--- config.mk ---
export PLATFORM = sky130hd
export DESIGN_NAME = dec_share_arbiter
export DESIGN_NICKNAME = d
export VERILOG_FILES = /design/src/rtl/dec_share_arbiter.sv
export SDC_FILE = /design/constraint.sdc
export NUM_CORES = 1
export LEC_CHECK = 0
export CORE_ASPECT_RATIO = 1.1
export CORE_UTILIZATION = 40
export DETAILED_ROUTE_END_ITERATION = 8
export SYNTH_ARGS = -nofsm -noshare
export SYNTH_HDL_FRONTEND = slang
export SYNTH_SLANG_ARGS = --single-unit
--- constraint.sdc ---
create_clock -name clk -period 3.8 [get_ports clk]
set_clock_uncertainty 0.2 [all_clocks]
set_input_delay 1.14 -clock clk [delete_from_list [all_inputs] [get_ports clk]]
set_output_delay 1.14 -clock clk [all_outputs]
set_load 0.05 [all_outputs]
--- src/rtl/dec_share_arbiter.sv ---
// dec_share_arbiter: two requesters share one 2-to-4 one-hot decoder.
// Round-robin arbitration. Each grant holds the decoded output for HOLD_CYCLES
// cycles, then one dead cycle that pulses done, then a return to IDLE.
//
// Handshake: reqN is a level request. The requester holds it high until ackN.
// ackN is a one-cycle pulse on the edge that latches codeN and starts the hold.
// A request that drops before its ack is never granted, because there is no
// queuing. A request still high after its ack counts as a new request at the
// next IDLE edge.
module dec_share_arbiter #(
  parameter int HOLD_CYCLES = 4,
  parameter int CNT_W       = 8
) (
  input  logic       clk,
  input  logic       rst_n,
  input  logic       req1,
  input  logic [1:0] code1,
  input  logic       req2,
  input  logic [1:0] code2,
  output logic       ack1,
  output logic       ack2,
  output logic [3:0] onehot,
  output logic [1:0] owner,
  output logic       busy,
  output logic       done,
  output logic [1:0] dbg_state
);

  typedef enum logic [1:0] {
    IDLE = 2'd0,
    HOLD = 2'd1,
    GAP  = 2'd2
  } state_t;

  state_t     state_q, state_d;
  logic [CNT_W-1:0] cnt_q, cnt_d;
  // 1 = requester 2 owned the most recently completed grant
  logic       last2_q, last2_d;
  logic [3:0] onehot_q, onehot_d;
  logic [1:0] owner_q, owner_d;
  logic       busy_q, busy_d;
  logic       ack1_q, ack1_d;
  logic       ack2_q, ack2_d;
  logic       done_q, done_d;
  logic       win2;

  function automatic logic [3:0] dec2(input logic [1:0] c);
    dec2 = 4'b0001 << c;
  endfunction

  // Requester 2 wins when it is the only requester, or when it ties and requester 1 owned the last grant.
  assign win2 = req2 & (~req1 | ~last2_q);

  // State register and all registered outputs; reset leaves last owner = req2 so req1 wins the first tie
  always_ff @(posedge clk or negedge rst_n) begin
    if (!rst_n) begin
      state_q  <= IDLE;
      cnt_q    <= '0;
      last2_q  <= 1'b1;
      onehot_q <= 4'b0000;
      owner_q  <= 2'b00;
      busy_q   <= 1'b0;
      ack1_q   <= 1'b0;
      ack2_q   <= 1'b0;
      done_q   <= 1'b0;
    end else begin
      state_q  <= state_d;
      cnt_q    <= cnt_d;
      last2_q  <= last2_d;
      onehot_q <= onehot_d;
      owner_q  <= owner_d;
      busy_q   <= busy_d;
      ack1_q   <= ack1_d;
      ack2_q   <= ack2_d;
      done_q   <= done_d;
    end
  end

  // Next-state and next-output logic; ack and done default low so each one is a single-cycle pulse
  always_comb begin
    state_d  = state_q;
    cnt_d    = cnt_q;
    last2_d  = last2_q;
    onehot_d = onehot_q;
    owner_d  = owner_q;
    busy_d   = busy_q;
    ack1_d   = 1'b0;
    ack2_d   = 1'b0;
    done_d   = 1'b0;
    case (state_q)
      IDLE: begin
        if (req1 | req2) begin
          state_d = HOLD;
          cnt_d   = CNT_W'(HOLD_CYCLES - 1);
          busy_d  = 1'b1;
          if (win2) begin
            owner_d  = 2'b10;
            onehot_d = dec2(code2);
            ack2_d   = 1'b1;
          end else begin
            owner_d  = 2'b01;
            onehot_d = dec2(code1);
            ack1_d   = 1'b1;
          end
        end
      end
      HOLD: begin
        // Outputs stay frozen. Requests and codes are ignored until the count runs out.
        if (cnt_q == '0) begin
          state_d  = GAP;
          onehot_d = 4'b0000;
          owner_d  = 2'b00;
          busy_d   = 1'b0;
          done_d   = 1'b1;
          last2_d  = owner_q[1];
        end else begin
          cnt_d = cnt_q - CNT_W'(1);
        end
      end
      GAP: begin
        // Dead cycle. No grant is possible until the following IDLE edge.
        state_d = IDLE;
      end
      default: begin
        state_d = IDLE;
      end
    endcase
  end

  assign onehot    = onehot_q;
  assign owner     = owner_q;
  assign busy      = busy_q;
  assign ack1      = ack1_q;
  assign ack2      = ack2_q;
  assign done      = done_q;
  assign dbg_state = state_q;

endmodule
Word-level counts from Yosys, hierarchy flattened
Index checks and enable logic that the tools add are counted.
{"block": "word_totals", "register_bits": 21, "input_bits": 8, "out_inout_bits": 12}
{"block": "classes", "addsub": 1, "eq_ne": 4, "shift": 2, "muxes": 25, "bitwise": 5, "n_reduce_logical": 7}
{"operator": "$mux W8", "n": 2}
{"operator": "$pmux W8 S2", "n": 1}
{"operator": "$mux W4", "n": 3}
{"operator": "$mux W1", "n": 10}
{"operator": "$mux W2", "n": 5}
{"operator": "$logic_not A8 Y1", "n": 1}
{"operator": "$pmux W2 S2", "n": 2}
{"operator": "$pmux W4 S2", "n": 1}
{"operator": "$shl A1 B2 Y4 const A", "n": 2}
{"operator": "$sub A8 B1 Y8 const B", "n": 1}
{"operator": "$ne A2 B2 Y1 const B", "n": 3}
{"operator": "$reduce_and A3 Y1", "n": 2}
{"operator": "$reduce_and A2 Y1", "n": 2}
{"operator": "$eq A2 B1 Y1 const B", "n": 1}
{"operator": "$logic_not A2 Y1", "n": 1}
{"operator": "$not A1 Y1", "n": 2}
{"operator": "$or A1 B1 Y1", "n": 2}
{"operator": "$pmux W1 S2", "n": 1}
{"operator": "$reduce_bool A2 Y1", "n": 1}
{"operator": "$and A1 B1 Y1", "n": 1}

Logic depth before layout (Yosys ltp)
{"block": "logic_depth", "ltp_word": 6, "mapped_depth": 6, "depth_no_buf": 6}

Least setup slack after synthesis
Ideal clock, no wire load.
{"block": "synth_path", "kind": "input port to flip-flop", "startpoint": "input req2", "endpoint": "register onehot_q[0] (netlist: onehot[0])", "arrival_ps": 1824, "setup_slack_ps": 1693, "path_stages": 3, "n_path_buf": 0, "cell_sequence": "a21boi_2 > mux2_2 > o22ai_1"}
{"block": "synth_via", "elab_chain_len": 4, "word_cells_on_any_way": 7, "cone_classes": "1 x eq/ne; 3 x mux; 2 x bitwise; 1 x reduce/logical"}
{"element": "start: declaration", "line": "18", "rtl": "input logic req2,"}
{"element": "$and A1 B1 Y1", "line": "52", "rtl": "assign win2 = req2 & (~req1 | ~last2_q);"}
{"element": "$mux W4", "line": "96", "rtl": "if (win2) begin"}
{"element": "$mux W4", "line": "92", "rtl": "if (req1 | req2) begin"}
{"element": "$pmux W4 S2", "line": "90", "rtl": "case (state_q)"}
{"element": "end signal: assignment", "line": "70", "rtl": "onehot_q <= onehot_d;"}
{"element": "end: declaration", "line": "39", "rtl": "logic [3:0] onehot_q, onehot_d;"}
Several ways; a longest one is shown, not always the timed one. The select of a mux whose other input is x is not followed.
A chain may end at the register's enable or synchronous reset.

Final worst setup path
{"block": "layout_path", "startpoint": "register state_q[0] (netlist: dbg_state[0])", "endpoint": "output dbg_state[0]"}
{"element": "start: declaration", "line": "35", "rtl": "state_t state_q, state_d;"}
{"element": "start signal: assignment", "line": "67", "rtl": "state_q <= state_d;"}
{"element": "end: declaration", "line": "26", "rtl": "output logic [1:0] dbg_state"}
No word-level cell between the ends.

==> reports/qor.yml <==
worst_setup_path:
  reg2reg_from: "cnt_q[0]$_DFFE_PN0P_"
  r2r_cells: 6
  cp.depth: 1
  end_kind: "output pin"
  crit_fanout: 9
  crit_type: "flop to output pin"
  startpoint_type: "flop"
  r2r_slack_ns: 1.68
  critPathBufInv: 1
  path_delay_family: "buffers and inverters"
  cp_slowest_stage_delay_ns: 0.86
  path_cells: "clkdlybuf4s50_1"
  critPathArrivalTime_ns: 1.71
  cpMaxStageDelayCell: "clkdlybuf4s50_1"
  cp.required_ns: 2.46
  r2r_end: "last2_q$_DFFE_PN1P_"
cts:
  htree_levels: 1
  clockBufferDepth: 2
  insertion_delay_ns: 0.32
  cts_tree: "built"
  cts_setup_buffers: 0
  ctsHoldBuffers: 0
  cts_root_buffer: "clkbuf_4"
  clk_pin_slew_worst_paths_ns: 0.13
  cts.sinks: 21
  cts_resized: 0
  numCtsBuffers: 3
pwr:
  power_frac_comb_pct: 33.2
  cellLeakagePower_nw: 0.562
  power_frac_seq_pct: 50.5
  peakVddDrop_uv: 360
  clkPwrFrac_pct: 16.2
  power.switching_mw: 0.266
  powerDensity_nw_per_um2: 529
  power_mw: 0.685
  p_int_mw: 0.419
  switching_share_pct: 38.8
global_route:
  grt_pass1_wl_mm: 3.34
  grt_overflow: 0
  grt_pass1_vias: 764
  grt.total_usage_pct: 16.0
  antenna_found_initial: 0
  grt_max_degree: 22
drt:
  drtIter0Drc: 7
  first_pass_iters: 4
  routed_via_density: 5.15
  wl_per_cell_um: 12.9
  vias: 768
  drt_wl_total_mm: 1.93
  drtAntennaViolNets: 0
  drc_errors: 0
synthesis:
  async_reset_ff_share_pct: 100
  ys_warn_count: 0
  synth_ff_type: "dfrtp_1"
  ys_ff_latch: 21
  synth_cell_types: 37
  synth_area_um2: 1030
  avgSynthCellArea_um2: 10.9
  yosysSeqAreaShare_pct: 51.0
  synth_edf_count: 0
  syn_nets: 104
  synth_cells: 95
finish:
  utilization_pct: 55.3
  area_delta_synth_final_pct: 25.5
  drive_gt1_share_pct: 13.4
  nFillCells: 240
  diodes: 0
  nets: 129
outcome:
  status: "complete, no violations"
placed_design:
  portBuffers: 19
  place_congestion: 0.751
  hpwl_mm: 1.43
timing:
  tns_ns: 0
  rsz0062_at_grt: "no"
  final-hold-violation-count: 0
  relSlewSlack_pct: 65.5
  min_period_over_period_pct: 80.3
  setup_viol: 0
  tightestPinTransition_ns: 0.511
  finalCriticalPeriod_ns: 3.05
  max_freq_mhz: 328
  finalMaxSlewViolations: 0
die:
  rows: 18
  die_area_um2: 2790
  coreArea_um2: 2340
  die_x_um: 50.4
  initial_core_util_pct: 44.1
  ios: 20
  dieHeight_um: 55.3
hold_path:
  hold_depth: 2
  min-delay-start: "owner[0]$_DFFE_PN0P_"
  hp-class: "flop to flop"
  hold-path-endpoint: "owner[0]$_DFFE_PN0P_"
flow_run:
  drv_cap: 0
## per-stage QoR
stage / instance area [um2] / setup WS, ns / std cells / hold WS [ns]
floorplan: 1030 / 1.69 / 95 / 0.291
global placement: 1270 / 1.02 / 145 / 0.314
detailed placement: 1270 / 0.983 / 145 / 0.318
CTS: 1290 / 0.735 / 149 / 0.349
global route: 1290 / 0.688 / 149 / 0.360
finish: 1290 / 0.749 / 149 / 0.341
## area by class of cell
class | instances | area [um2] | share of cell area [%]
sequential | 21 | 527 | 40.7
clock inverter | 1 | 5.00 | 0.386
clock buffer | 3 | 22.5 | 1.74
multi-input combinational | 65 | 472 | 36.4
timing repair buffer | 20 | 198 | 15.3
inverter | 9 | 33.8 | 2.61
tap | 30 | 37.5 | 2.90
## cell families (layout without fill, tap and decap cells)
logic type	count (synthesis)	in the layout	synth area share (%)
AOI/OAI and AO/OA	16	16	12.5
xor gates and xnor gates	2	2	1.70
adders and majority gates	1	1	1.21
buffers and inverters	9	33	3.27
DFF	21	21	51.0
muxes	7	7	7.03
and+or+nand+nor	39	39	23.3
## cells in the mapped netlist (all sizes together), types with 2 or more instances
master	count	area [um2]
nor2	11	48.8
nand2b	3	18.8
dfrtp	20	500
inv	9	33.8
a31oi	2	12.5
o21ai	2	10.0
nor3	2	10.0
a21oi	2	21.3
xor2	2	17.5
mux2	2	22.5
nand3	4	25.0
nand2	8	32.5
nand4b	2	17.5
o21bai	3	22.5
mux2i	5	50.1
o22ai	2	12.5
## per-layer routing
metal | part of all wire, % | wire length, um | GRT usage [%]
met5 | 0 | 0 | 0
met4 | 2.1 | 40 | 8.33
met3 | 3.9 | 75 | 3.58
met2 | 44 | 841 | 24.4
met1 | 50 | 968 | 20.9
## layout by cell type, fill, tap and decap left out, drive strengths merged
| master | count |
|---|---|
| clkbuf | 3 |
| or3 | 1 |
| nor4 | 1 |
| clkinv | 1 |
| o22ai | 2 |
| and2 | 1 |
| and3 | 1 |
| clkdlybuf4s50 | 19 |
| nand4 | 1 |
| nor3 | 2 |
| nor2 | 11 |
| nand3 | 4 |
| nand3b | 1 |
| mux2i | 5 |
| o21bai | 3 |
| o211ai | 1 |
| a21boi | 1 |
| a311oi | 1 |
| xor2 | 2 |
| a31oi | 2 |
| nand2 | 8 |
| nor4b | 1 |
| dfstp | 1 |
| o221ai | 1 |
| buf | 1 |
| inv | 9 |
| nor3b | 1 |
| o21ai | 2 |
| a21oi | 2 |
| nand2b | 3 |
| nand4b | 2 |
| nor2b | 1 |
| ha | 1 |
| dfrtp | 20 |
| o21a | 1 |
| mux2 | 2 |
## how the worst max path moves through the flow
stage	endpoint	slack, ns	startpoint
after floorplan	onehot[0]$_DFFE_PN0P_	1.69	req2
after global placement	onehot[0]$_DFFE_PN0P_	1.02	req2
after detailed placement	onehot[0]$_DFFE_PN0P_	0.98	req2
after CTS	dbg_state[1]	0.73	dbg_state[1]$_DFFE_PN0P_
after global routing	dbg_state[1]	0.69	dbg_state[1]$_DFFE_PN0P_
final	dbg_state[0]	0.75	dbg_state[0]$_DFFE_PN0P_
## power groups by stage
stage / clock (mW) / sequential [mW] / combinational (mW)
after floorplan: 0 / 0.384 / 0.123
after global placement: 0 / 0.351 / 0.227
after detailed placement: 0 / 0.353 / 0.230
after CTS: 0.115 / 0.347 / 0.231
after global routing: 0.122 / 0.356 / 0.254
final: 0.111 / 0.346 / 0.228
## flip-flops by register name (all words and copies together) (netlist names)
register and count:
done 1, cnt_q 8, ack2 1, last2_q 1, onehot 4, owner 2, busy 1, dbg_state 2
ack1 1
(Power assumes the default switching activity.)
